--- src/rtl/spi_if_pkg.sv ---
// Shared definitions for the serial front end: widths, sclk divider
// default and exec-mode FSM state encoding.
package spi_if_pkg;

    localparam int SPI_DATA_W   = 8;
    localparam int SPI_ADDR_W   = 4;
    localparam int SPI_WORD_W   = SPI_DATA_W + SPI_ADDR_W;
    localparam int SPI_SCLK_DIV = 2;

    typedef enum logic [1:0] {
        SPI_IDLE  = 2'b00,
        SPI_SETUP = 2'b01,
        SPI_XFER  = 2'b10,
        SPI_DONE  = 2'b11
    } spi_state_e;

endpackage

--- src/rtl/spi_sclk_gen.sv ---
// SPI clock generator: half-period and bit counters running while enabled,
// with strobes on the cycles that precede each sclk edge.
module spi_sclk_gen
    import spi_if_pkg::*;
#(
    parameter int SCLK_DIV = SPI_SCLK_DIV,
    parameter int NBITS    = SPI_DATA_W
) (
    input  logic clk,
    input  logic rst,
    input  logic en_in,
    output logic sclk_out,
    output logic rise_stb_out,
    output logic fall_stb_out,
    output logic last_bit_out
);

    localparam int HC_W  = (SCLK_DIV > 1) ? $clog2(SCLK_DIV) : 1;
    localparam int BIT_W = (NBITS > 1) ? $clog2(NBITS) : 1;
    localparam logic [HC_W-1:0]  HC_MAX  = HC_W'(SCLK_DIV - 1);
    localparam logic [BIT_W-1:0] BIT_MAX = BIT_W'(NBITS - 1);

    logic [HC_W-1:0]  hc_q, hc_d;
    logic [BIT_W-1:0] bit_q, bit_d;
    logic             phase_q, phase_d;
    logic             half_end;

    assign half_end = (hc_q == HC_MAX);

    always_comb begin
        hc_d    = hc_q;
        bit_d   = bit_q;
        phase_d = phase_q;
        if (!en_in) begin
            hc_d    = '0;
            bit_d   = '0;
            phase_d = 1'b0;
        end else if (half_end) begin
            hc_d    = '0;
            phase_d = ~phase_q;
            if (phase_q) begin
                bit_d = bit_q + BIT_W'(1);
            end
        end else begin
            hc_d = hc_q + HC_W'(1);
        end
    end

    always_ff @(posedge clk) begin
        if (rst) begin
            hc_q    <= '0;
            bit_q   <= '0;
            phase_q <= 1'b0;
        end else begin
            hc_q    <= hc_d;
            bit_q   <= bit_d;
            phase_q <= phase_d;
        end
    end

    assign sclk_out     = phase_q;
    assign rise_stb_out = en_in && half_end && !phase_q;
    assign fall_stb_out = en_in && half_end && phase_q;
    assign last_bit_out = (bit_q == BIT_MAX);

endmodule

--- src/rtl/spi_if.sv ---
// Serial front end: load-mode word shifter for cache fill, and a mode-0
// SPI master for the send/read instructions in exec mode.
module spi_if
    import spi_if_pkg::*;
#(
    parameter int DATA_W   = SPI_DATA_W,
    parameter int ADDR_W   = SPI_ADDR_W,
    parameter int SCLK_DIV = SPI_SCLK_DIV
) (
    input  logic              clk,
    input  logic              rst,
    input  logic              driver_io_in,
    input  logic              read_in,
    input  logic              send_in,
    input  logic [DATA_W-1:0] data_in,
    input  logic              miso_in,
    output logic [ADDR_W-1:0] addr_out,
    output logic [DATA_W-1:0] data_out,
    output logic              ready_out,
    output logic              sclk_out,
    output logic              mosi_out,
    output logic              cs_out
);

    localparam int WORD_W = DATA_W + ADDR_W;

    spi_state_e        state_q, state_d;
    logic [WORD_W-1:0] sreg_q, sreg_d;
    logic [DATA_W-1:0] tx_q, tx_d;
    logic              is_send_q, is_send_d;

    logic gen_sclk;
    logic rise_stb;
    logic fall_stb;
    logic last_bit;
    logic req;
    logic active;

    assign req = send_in || read_in;

    spi_sclk_gen #(
        .SCLK_DIV (SCLK_DIV),
        .NBITS    (DATA_W)
    ) u_sclk_gen (
        .clk          (clk),
        .rst          (rst),
        .en_in        (state_q == SPI_XFER),
        .sclk_out     (gen_sclk),
        .rise_stb_out (rise_stb),
        .fall_stb_out (fall_stb),
        .last_bit_out (last_bit)
    );

    always_ff @(posedge clk) begin
        if (rst) begin
            state_q   <= SPI_IDLE;
            sreg_q    <= '0;
            tx_q      <= '0;
            is_send_q <= 1'b0;
        end else begin
            state_q   <= state_d;
            sreg_q    <= sreg_d;
            tx_q      <= tx_d;
            is_send_q <= is_send_d;
        end
    end

    // Load mode overrides the exec FSM, which also aborts any transfer.
    always_comb begin
        state_d = state_q;
        if (driver_io_in) begin
            state_d = SPI_IDLE;
        end else begin
            unique case (state_q)
                SPI_IDLE:  if (req) state_d = SPI_SETUP;
                SPI_SETUP: state_d = SPI_XFER;
                SPI_XFER:  if (fall_stb && last_bit) state_d = SPI_DONE;
                SPI_DONE:  state_d = SPI_IDLE;
                default:   state_d = SPI_IDLE;
            endcase
        end
    end

    always_comb begin
        sreg_d    = sreg_q;
        tx_d      = tx_q;
        is_send_d = is_send_q;
        if (driver_io_in) begin
            if (read_in) begin
                sreg_d = {sreg_q[WORD_W-2:0], miso_in};
            end
        end else begin
            if (state_q == SPI_IDLE && req) begin
                is_send_d = send_in;
                if (send_in) begin
                    tx_d = data_in;
                end
            end
            if (state_q == SPI_XFER && fall_stb) begin
                tx_d = {tx_q[DATA_W-2:0], 1'b0};
            end
            // Receive keeps the address nibble intact.
            if (state_q == SPI_XFER && rise_stb && !is_send_q) begin
                sreg_d[DATA_W-1:0] = {sreg_q[DATA_W-2:0], miso_in};
            end
        end
    end

    always_comb begin
        active    = !driver_io_in &&
                    (state_q == SPI_SETUP || state_q == SPI_XFER);
        cs_out    = !active;
        sclk_out  = active && (state_q == SPI_XFER) && gen_sclk;
        mosi_out  = active && is_send_q && tx_q[DATA_W-1];
        ready_out = !driver_io_in && (state_q == SPI_DONE);
    end

    assign addr_out = sreg_q[WORD_W-1:DATA_W];
    assign data_out = sreg_q[DATA_W-1:0];

endmodule

--- config.mk ---
export PLATFORM = sky130hd
export DESIGN_NAME = spi_if
export DESIGN_NICKNAME = d
export VERILOG_FILES = /design/src/rtl/spi_if_pkg.sv /design/src/rtl/spi_sclk_gen.sv /design/src/rtl/spi_if.sv
export SDC_FILE = /design/constraint.sdc
export NUM_CORES = 1
export LEC_CHECK = 0
export ABC_AREA = 0
export CORE_ASPECT_RATIO = 0.9
export CORE_MARGIN = 2
export CORE_UTILIZATION = 46
export DETAILED_ROUTE_END_ITERATION = 7
export PLACE_DENSITY_LB_ADDON = 0.25
export SLEW_MARGIN = 20
export SYNTH_ARGS = -nofsm -noshare
export SYNTH_HDL_FRONTEND = slang
export SYNTH_HIERARCHICAL = 1
export SYNTH_SLANG_ARGS = --single-unit
--- constraint.sdc ---
create_clock -name clk -period 1.84 [get_ports clk]
set_input_delay 0.368 -clock clk [delete_from_list [all_inputs] [get_ports clk]]
set_output_delay 0.368 -clock clk [all_outputs]
set_load 0.05 [all_outputs]
**Word level (Yosys, flattened, before mapping)**

Index checks and enable logic that the tools add are counted.

- $add $sub $neg: 2
- Equality and inequality tests: 7
- Multiplexer cells: 9
- Bitwise logic cells: 3
- Reductions and logical operators: 33

Operators by type and width:

| kind | number |
|---|---|
| two-way mux 8 bit | 6 |
| logical AND 1 bit | 14 |
| AND reduction 2 bit | 5 |
| case mux 2 bit (4 select lines) | 1 |
| nonzero test 2 bit | 3 |
| equality test 2 bit (second input constant) | 2 |
| logical NOT 1 bit | 4 |
| two-way mux 2 bit | 2 |
| != test 2 bit (second input constant) | 2 |
| OR reduction 2 bit | 2 |
| adder 3 x 1 -> 3 bit (second input constant) | 1 |
| equality test 3 bit (second input constant) | 1 |
| NOT 1 bit | 3 |
| AND reduction 3 bit | 1 |
| OR reduction 3 bit | 1 |
| equality test 2 x 1 -> 1 bit (second input constant) | 1 |
| logical NOT 2 bit | 1 |
| logical OR 1 bit | 2 |
| != test 2 x 1 -> 1 bit (second input constant) | 1 |
| adder 1 bit (second input constant) | 1 |

- Register bits: 28
- Input bits: 14
- Output and inout bits: 16
- Logic and storage cells: 62

**Depth between registers and ports, before layout**

Gate-level depths: netlist of run 1.

- Depth after elaboration: 7
- Mapped depth: 8
- Gate-level depth less buffers: 7

**Modules after synthesis**

Netlist of run 1, hierarchy kept.

Modules (own cells, without submodules):

| module | times used | cells each | area an instance (µm²) | seq. area each (µm²) |
|---|---|---|---|---|
| spi_if | 1 | 144 | 1,265.0 | 460.4 |
| spi_sclk_gen | 1 | 25 | 242.7 | 100.1 |

**Worst setup path before layout of run 1**

OpenSTA, ideal clock, no wires.

- Path kind: register to output
- From: reg state_q[1]
- To: out mosi_out
- Arrival time: 1.785 ns
- Data required time: 1.472 ns
- Slack: -0.313 ns
- Stages on the path, launching flop included: 5
- Buffers on the path: 0
- Path through: dfxtp_1 inv_1 ha_1 nand2_1 nor2_1

- Word-level cells in the longest chain between the ends: 5
- Elaborated cells between the ends (all ways): 6
- Those cells by class: eq/ne (2); reduce/logical (4)

RTL lines:

| what | RTL line | source |
|---|---|---|
| start, declared | spi_if.sv:27 | `spi_state_e state_q, state_d;` |
| start signal, assigned | spi_if.sv:61 | `state_q <= state_d;` |
| equality test 2 x 1 -> 1 bit or equality test 2 bit (tied branches) | spi_if.sv:111 | `(state_q == SPI_SETUP \|\| state_q == SPI_XFER);` |
| logical OR 1 bit * | spi_if.sv:111 |  |
| logical AND 1 bit * | spi_if.sv:110 | `active = !driver_io_in &&` |
| logical AND 1 bit * (2 in a row) | spi_if.sv:114 | `mosi_out = active && is_send_q && tx_q[DATA_W-1];` |
| end, declared | spi_if.sv:21 | `output logic mosi_out,` |

Mark *: on every way between the ends. The rest lies on a longest branch, timed or not.

**Worst setup path after layout of run 1**

- From: reg state_q[0]
- To: out mosi_out

The elaborated chain is that of the path after synthesis.

==> results of run 1 <==
==> per-layer routing <==
metal / wire length, um / global-route usage
met5: 0 / 0
met4: 46 / 0.07295
met3: 200 / 0.04589
met2: 1478 / 0.2991
met1: 1496 / 0.2413
==> cell type report <==
cell class                      instances  area [um2]
Clock buffer                            3       22.52
Fill cell                             264        1090
Sequential cell                        28       565.5
Inverter                                3       11.26
Clock inverter                          1       30.03
Timing Repair Buffer                   43       421.7
Multi-Input combinational cell        125       897.1
Tap cell                               42       52.55
==> repair_timing <==
| item | CTS | global route |
|---|---|---|
| setup buffers | 1 | 2 |
| pin swaps | 2 | 3 |
| endpoints found under the setup margin | 3 | 3 |
| gates resized for setup | 6 | 4 |
==> sequential cells by signal (all words and copies together) (netlist names) <==
signal and flops:
is_send_q 1, sreg_q 12, state_q 2, tx_q 8, u_sclk_gen/bit_q 3, u_sclk_gen/half_end 1
u_sclk_gen/sclk_out 1
==> kinds of logic (layout without fill, tap and decap cells) <==
kind of cell             Yosys count  after routing  synth area share
AND/OR/NAND/NOR                   59             59            0.2150
AO/OA/AOI/OAI                     50             50            0.2191
flip-flops                        28             28            0.3718
buffers and inverters             16             50           0.05643
multiplexers                       8              8           0.07386
adder cells (fa/ha/maj)            7              7           0.05809
XOR/XNOR                           1              1          0.005810
==> synthesized netlist by cell type, drive strengths merged (2+ instances only) <==
master,instances
nand3b,3
nand3,18
buf,8
nand2,13
nor2b,8
mux2,7
ha,7
nor2,5
dfxtp,28
clkbuf,5
a21oi,25
o21ai,10
inv,3
and3,2
a21bo,11
==> power groups by stage <==
stage	Sequential [mW]	Combinational, mW	Clock, mW
3_5_place_dp	0.643	0.177	0
3_3_place_gp	0.643	0.171	0
6_report	0.630	0.197	0.403
4_1_cts	0.630	0.190	0.411
2_1_floorplan	0.646	0.103	0
5_1_grt	0.632	0.213	0.436
==> worst max-delay path, stage by stage (launching register included) <==
cell and delay [ps]:
dfxtp_2 360, inv_2 40, buf_6 110, ha_4 270, nand2_4 60, nor2_4 120, buf_12 140
==> layout by cell type (no fill, tap or decap), drive strengths merged, types with 2 or more instances in the layout <==
master	instances
a21bo	11
a21oi	25
and3	2
buf	30
clkbuf	3
clkdlybuf4s50	13
dfxtp	28
ha	7
inv	3
mux2	7
nand2	13
nand3	18
nand3b	3
nor2	5
nor2b	8
o21ai	10
==> path summary, 6_finish.rpt <==
kind              slack [ps]               startpoint  depth (start not counted)                      end
setup reg to reg          80  state_q[0]$_SDFFE_PP0P_                          6     tx_q[2]$_SDFFE_PP0P_
hold reg to reg          480  sreg_q[11]$_SDFFE_PP0P_                          2  sreg_q[11]$_SDFFE_PP0P_
setup / recovery          30  state_q[0]$_SDFFE_PP0P_                          6                 mosi_out
hold / removal           480  sreg_q[11]$_SDFFE_PP0P_                          2  sreg_q[11]$_SDFFE_PP0P_
==> flow_metrics.env, run 1 <==
export IMPL_outcome="finished, final reports clean"
export IMPL_fp_coreArea_mm2=0.003090
export IMPL_yosysTopAreaCellShare=0.3718
export IMPL_ctsHoldBuffers=0
export IMPL_synthArstFlopShare=0
export IMPL_leakagePower_nw=0.7960
export IMPL_avgRoutedWirePerCell_um=13.15
export IMPL_drtIter0Drc=59
export IMPL_p_sw_mw=0.2797
export IMPL_path_clk_slew_ps=150
export IMPL_required_ps=1470
export IMPL_finalCriticalPeriod_ps=1806
export IMPL_area_growth_pct=32.70
export IMPL_die_area_mm2=0.003752
export IMPL_setup_viol=0
export IMPL_swShare=0.2274
export IMPL_cts_tree="built"
export IMPL_fin_crit_sh=0.9818
export IMPL_drt_wl_total_mm=3.221
export IMPL_portBuffers=29
export IMPL_synth_edff_count=0
export IMPL_cp_max_fo=3
export IMPL_place_area_mm2=0.001889
export IMPL_finalMaxSlewViolations=0
export IMPL_dp_slack_ps=-2.118
export IMPL_drive_gt1_frac=0.3153
export IMPL_first_pass_iters=4
export IMPL_relSlewSlack=0.7337
export IMPL_ant_nets=0
export IMPL_synth_ff_latch_count=28
export IMPL_vias=1306
export IMPL_clock_sinks=28
export IMPL_drc=0
export IMPL_fmax_ghz=0.5536
export IMPL_netlist_top_cell_by_area="dfxtp_1"
export IMPL_diodes=0
export IMPL_skew_ps=4.264
export IMPL_syn_area_per_cell_um2=8.921
export IMPL_setup_tns_ps=0
export IMPL_cp_end_kind="primary output"
export IMPL_die_h_um=58.31
export IMPL_worst_pin_slew_ps=398.4
export IMPL_syn_inst=169
export IMPL_die_width_um=64.35
export IMPL_grt_pass1_vias=1267
export IMPL_setup_ws_ps=33.56
export IMPL_ys_types=38
export IMPL_finalHoldViolCount=0
export IMPL_dpl_cell_count=238
export IMPL_p_per_area_mw_per_mm2=614.7
export IMPL_grt_usage=0.1853
export IMPL_yosys_warnings=6
export IMPL_seq_power_share=0.512
export IMPL_syn_area_mm2=0.001508
export IMPL_start_util=0.4879
export IMPL_grt_max_degree=32
export IMPL_cts_root_buffer="clkbuf_4"
export IMPL_max_cap_violations=0
export IMPL_fin_cells=245
export IMPL_path_class="reg -> out"
export IMPL_synth_area_leaders="dfxtp_1 (37%), a21oi_1 (8.3%), nand3_1 (6.0%)"
export IMPL_synth_fp_nets=190
export IMPL_worst_setup_path_start_kind="register"
export IMPL_nets=225
export IMPL_power_frac_comb=0.160
export IMPL_holdWs_ps=483.9
export IMPL_ys_flop_type="dfxtp_1"
export IMPL_cts_max_level=1
export IMPL_arrival_ps=1440
export IMPL_ys_seq_area_frac=0.3718
export IMPL_rsz0062_at_grt="true"
export IMPL_io_pins=30
export IMPL_ir_worst_vdd_v=0.0004704
export IMPL_clockBufferDepth=2
export IMPL_numCtsBuffers=3
export IMPL_grt_overflow_total=0
export IMPL_grt_first_pass_wirelength_mm=5.526
export IMPL_p_int_mw=0.9502
export IMPL_hold_class="reg -> reg"
export IMPL_fin_util=0.6474
export IMPL_total_power_mw=1.230
export IMPL_rows=19
export IMPL_pwr_share_clk=0.328
export IMPL_antenna_found_initial=0
export IMPL_gp_congestion=0.7695
export IMPL_dp_hpwl_mm=2.322
export IMPL_via_per_inst=5.331
export IMPL_worstSkewPairLatency_ps=330
export IMPL_final_area_mm2=0.002001
(Power assumes the default switching activity.)
==> run 2: changes to the inputs <==
--- a/config.mk
+++ b/config.mk
@@ -8,7 +8,7 @@
 export ABC_AREA = 0
 export CORE_ASPECT_RATIO = 0.9
 export CORE_MARGIN = 2
-export CORE_UTILIZATION = 46
+export CORE_UTILIZATION = 51
 export DETAILED_ROUTE_END_ITERATION = 7
 export PLACE_DENSITY_LB_ADDON = 0.25
 export SLEW_MARGIN = 20
==> constraint.sdc (replaced) <==
create_clock -name clk -period 1.8 [get_ports clk]
set_input_delay 0.36 -clock clk [delete_from_list [all_inputs] [get_ports clk]]
set_output_delay 0.36 -clock clk [all_outputs]
set_load 0.05 [all_outputs]
==> flow_metrics.env, run 2 (synthesis results as in run 1) <==
export IMPL_pwr_share_clk=0.271
export IMPL_rsz0062_at_grt="true"
export IMPL_fmax_ghz=0.5555
export IMPL_p_per_area_mw_per_mm2=577.6
export IMPL_place_area_mm2=0.001902
export IMPL_worstSkewPairLatency_ps=330
export IMPL_final_area_mm2=0.002014
export IMPL_worst_pin_slew_ps=391.5
export IMPL_die_width_um=61.31
export IMPL_hold_class="reg -> reg"
export IMPL_max_cap_violations=0
export IMPL_portBuffers=29
export IMPL_final_common_cell="dfxtp_1"
export IMPL_layout_common_cells="dfxtp_1 (26), a21oi_1 (24), buf_4 (24)"
export IMPL_path_class="reg -> out"
export IMPL_arrival_ps=1440
export IMPL_drtIter0Drc=63
export IMPL_clockBufferDepth=2
export IMPL_max_flop_register="sreg_q"
export IMPL_first_pass_iters=4
export IMPL_fin_cells=245
export IMPL_cts_max_level=1
export IMPL_drive_gt1_frac=0.3366
export IMPL_setup_tns_ps=-0.2796
export IMPL_required_ps=1440
export IMPL_violations="negative setup slack"
export IMPL_ir_worst_vdd_v=0.0005855
export IMPL_grt_first_pass_wirelength_mm=5.395
export IMPL_swShare=0.2505
export IMPL_cp_end_kind="primary output"
export IMPL_avgRoutedWirePerCell_um=13.60
export IMPL_drc=0
export IMPL_grt_overflow_total=0
export IMPL_die_h_um=55.58
export IMPL_die_area_mm2=0.003408
export IMPL_nets=227
export IMPL_leakagePower_nw=0.8004
export IMPL_path_clk_slew_ps=160
export IMPL_setup_ws_ps=-0.2796
export IMPL_rows=18
export IMPL_fin_crit_sh=1.000
export IMPL_cts_tree="built"
export IMPL_dp_hpwl_mm=2.436
export IMPL_via_per_inst=5.290
export IMPL_grt_usage=0.2001
export IMPL_finalHoldViolCount=0
export IMPL_grt_pass1_vias=1256
export IMPL_start_util=0.5443
export IMPL_setup_viol=1
export IMPL_fp_coreArea_mm2=0.002770
export IMPL_area_growth_pct=33.61
export IMPL_vias=1296
export IMPL_io_pins=30
export IMPL_cp_max_fo=3
export IMPL_top_regs="sreg_q x12, tx_q x8, u_sclk_gen/bit_q x3"
export IMPL_p_int_mw=0.8720
export IMPL_power_frac_comb=0.176
export IMPL_ant_nets=0
export IMPL_finalCriticalPeriod_ps=1800
export IMPL_relSlewSlack=0.7384
export IMPL_finalMaxSlewViolations=0
export IMPL_p_sw_mw=0.2915
export IMPL_outcome="finished with violations"
export IMPL_drt_wl_total_mm=3.332
export IMPL_seq_power_share=0.553
export IMPL_gp_congestion=0.8449
export IMPL_holdWs_ps=477.3
export IMPL_hp_start="sreg_q[11]$_SDFFE_PP0P_"
export IMPL_clock_sinks=28
export IMPL_dpl_cell_count=238
export IMPL_numCtsBuffers=3
export IMPL_grt_max_degree=32
export IMPL_diodes=0
export IMPL_antenna_found_initial=0
export IMPL_skew_ps=10.22
export IMPL_crit_start="state_q[0]$_SDFFE_PP0P_"
export IMPL_worst_setup_path_start_kind="register"
export IMPL_timing_rr_start="state_q[0]$_SDFFE_PP0P_"
export IMPL_largest_reg_flops=12
export IMPL_cts_root_buffer="clkbuf_4"
==> run 2: timing repair <==
action / CTS / global route
cloned: 0 / 0
endpoints found under the setup margin: 10 / 13
pin swaps: 3 / 3
hold buffers: 0 / 0
endpoints found under the hold margin: 0 / 0
resized for setup: 9 / 6
buffers inserted: 2 / 1
==> run 2: routing by layer <==
metal,GRT usage,wire [um],vias up
li1,-,-,665
met1,0.2679,1580,607
met3,0.04884,104,2
met2,0.3343,1643,22
met5,0,0,-
met4,0.01863,4,0
==> run 2: worst max-delay path, cell delays in order, from the launching register on <==
cell and delay (ps):
dfxtp_2 360, inv_2 40, buf_6 110, ha_4 270
nand2_4 70, nor2_4 110, buf_12 140
==> run 2: through the flow <==
stage / utilization / total power [mW] / setup slack (ps)
after floorplan: - / 0.7651 / 5.324
after detailed placement: 0.6865 / 0.8397 / -28.13
after CTS: 0.7159 / 1.161 / -37.56
after global placement: 0.6865 / 0.8339 / -0.3975
final: 0.7272 / 1.163 / -0.2796
after global routing: 0.7272 / 1.202 / -65.51
==> run 2: final timing paths <==
kind	endpoint	slack (ps)	cells after the start
max	mosi_out	-0.3	6
min	sreg_q[11]$_SDFFE_PP0P_	480	2
max reg2reg	tx_q[2]$_SDFFE_PP0P_	60	6
min reg2reg	sreg_q[11]$_SDFFE_PP0P_	480	2
==> run 2: layout make-up <==
class	instances	area (um2)
clock buffers	4	36.28
fillers	215	755.7
inverters	3	11.26
multi-input cells	125	909.6
flip-flops and latches	28	563.0
well taps	40	50.05
repair buffers	45	444.2
==> run 2: power by group through the flow <==
stage	Clock, mW	Combinational (mW)	Sequential (mW)
6_report	0.315	0.205	0.644
5_1_grt	0.337	0.220	0.646
4_1_cts	0.316	0.201	0.643
3_5_place_dp	0	0.183	0.656
3_3_place_gp	0	0.178	0.656
2_1_floorplan	0	0.105	0.660
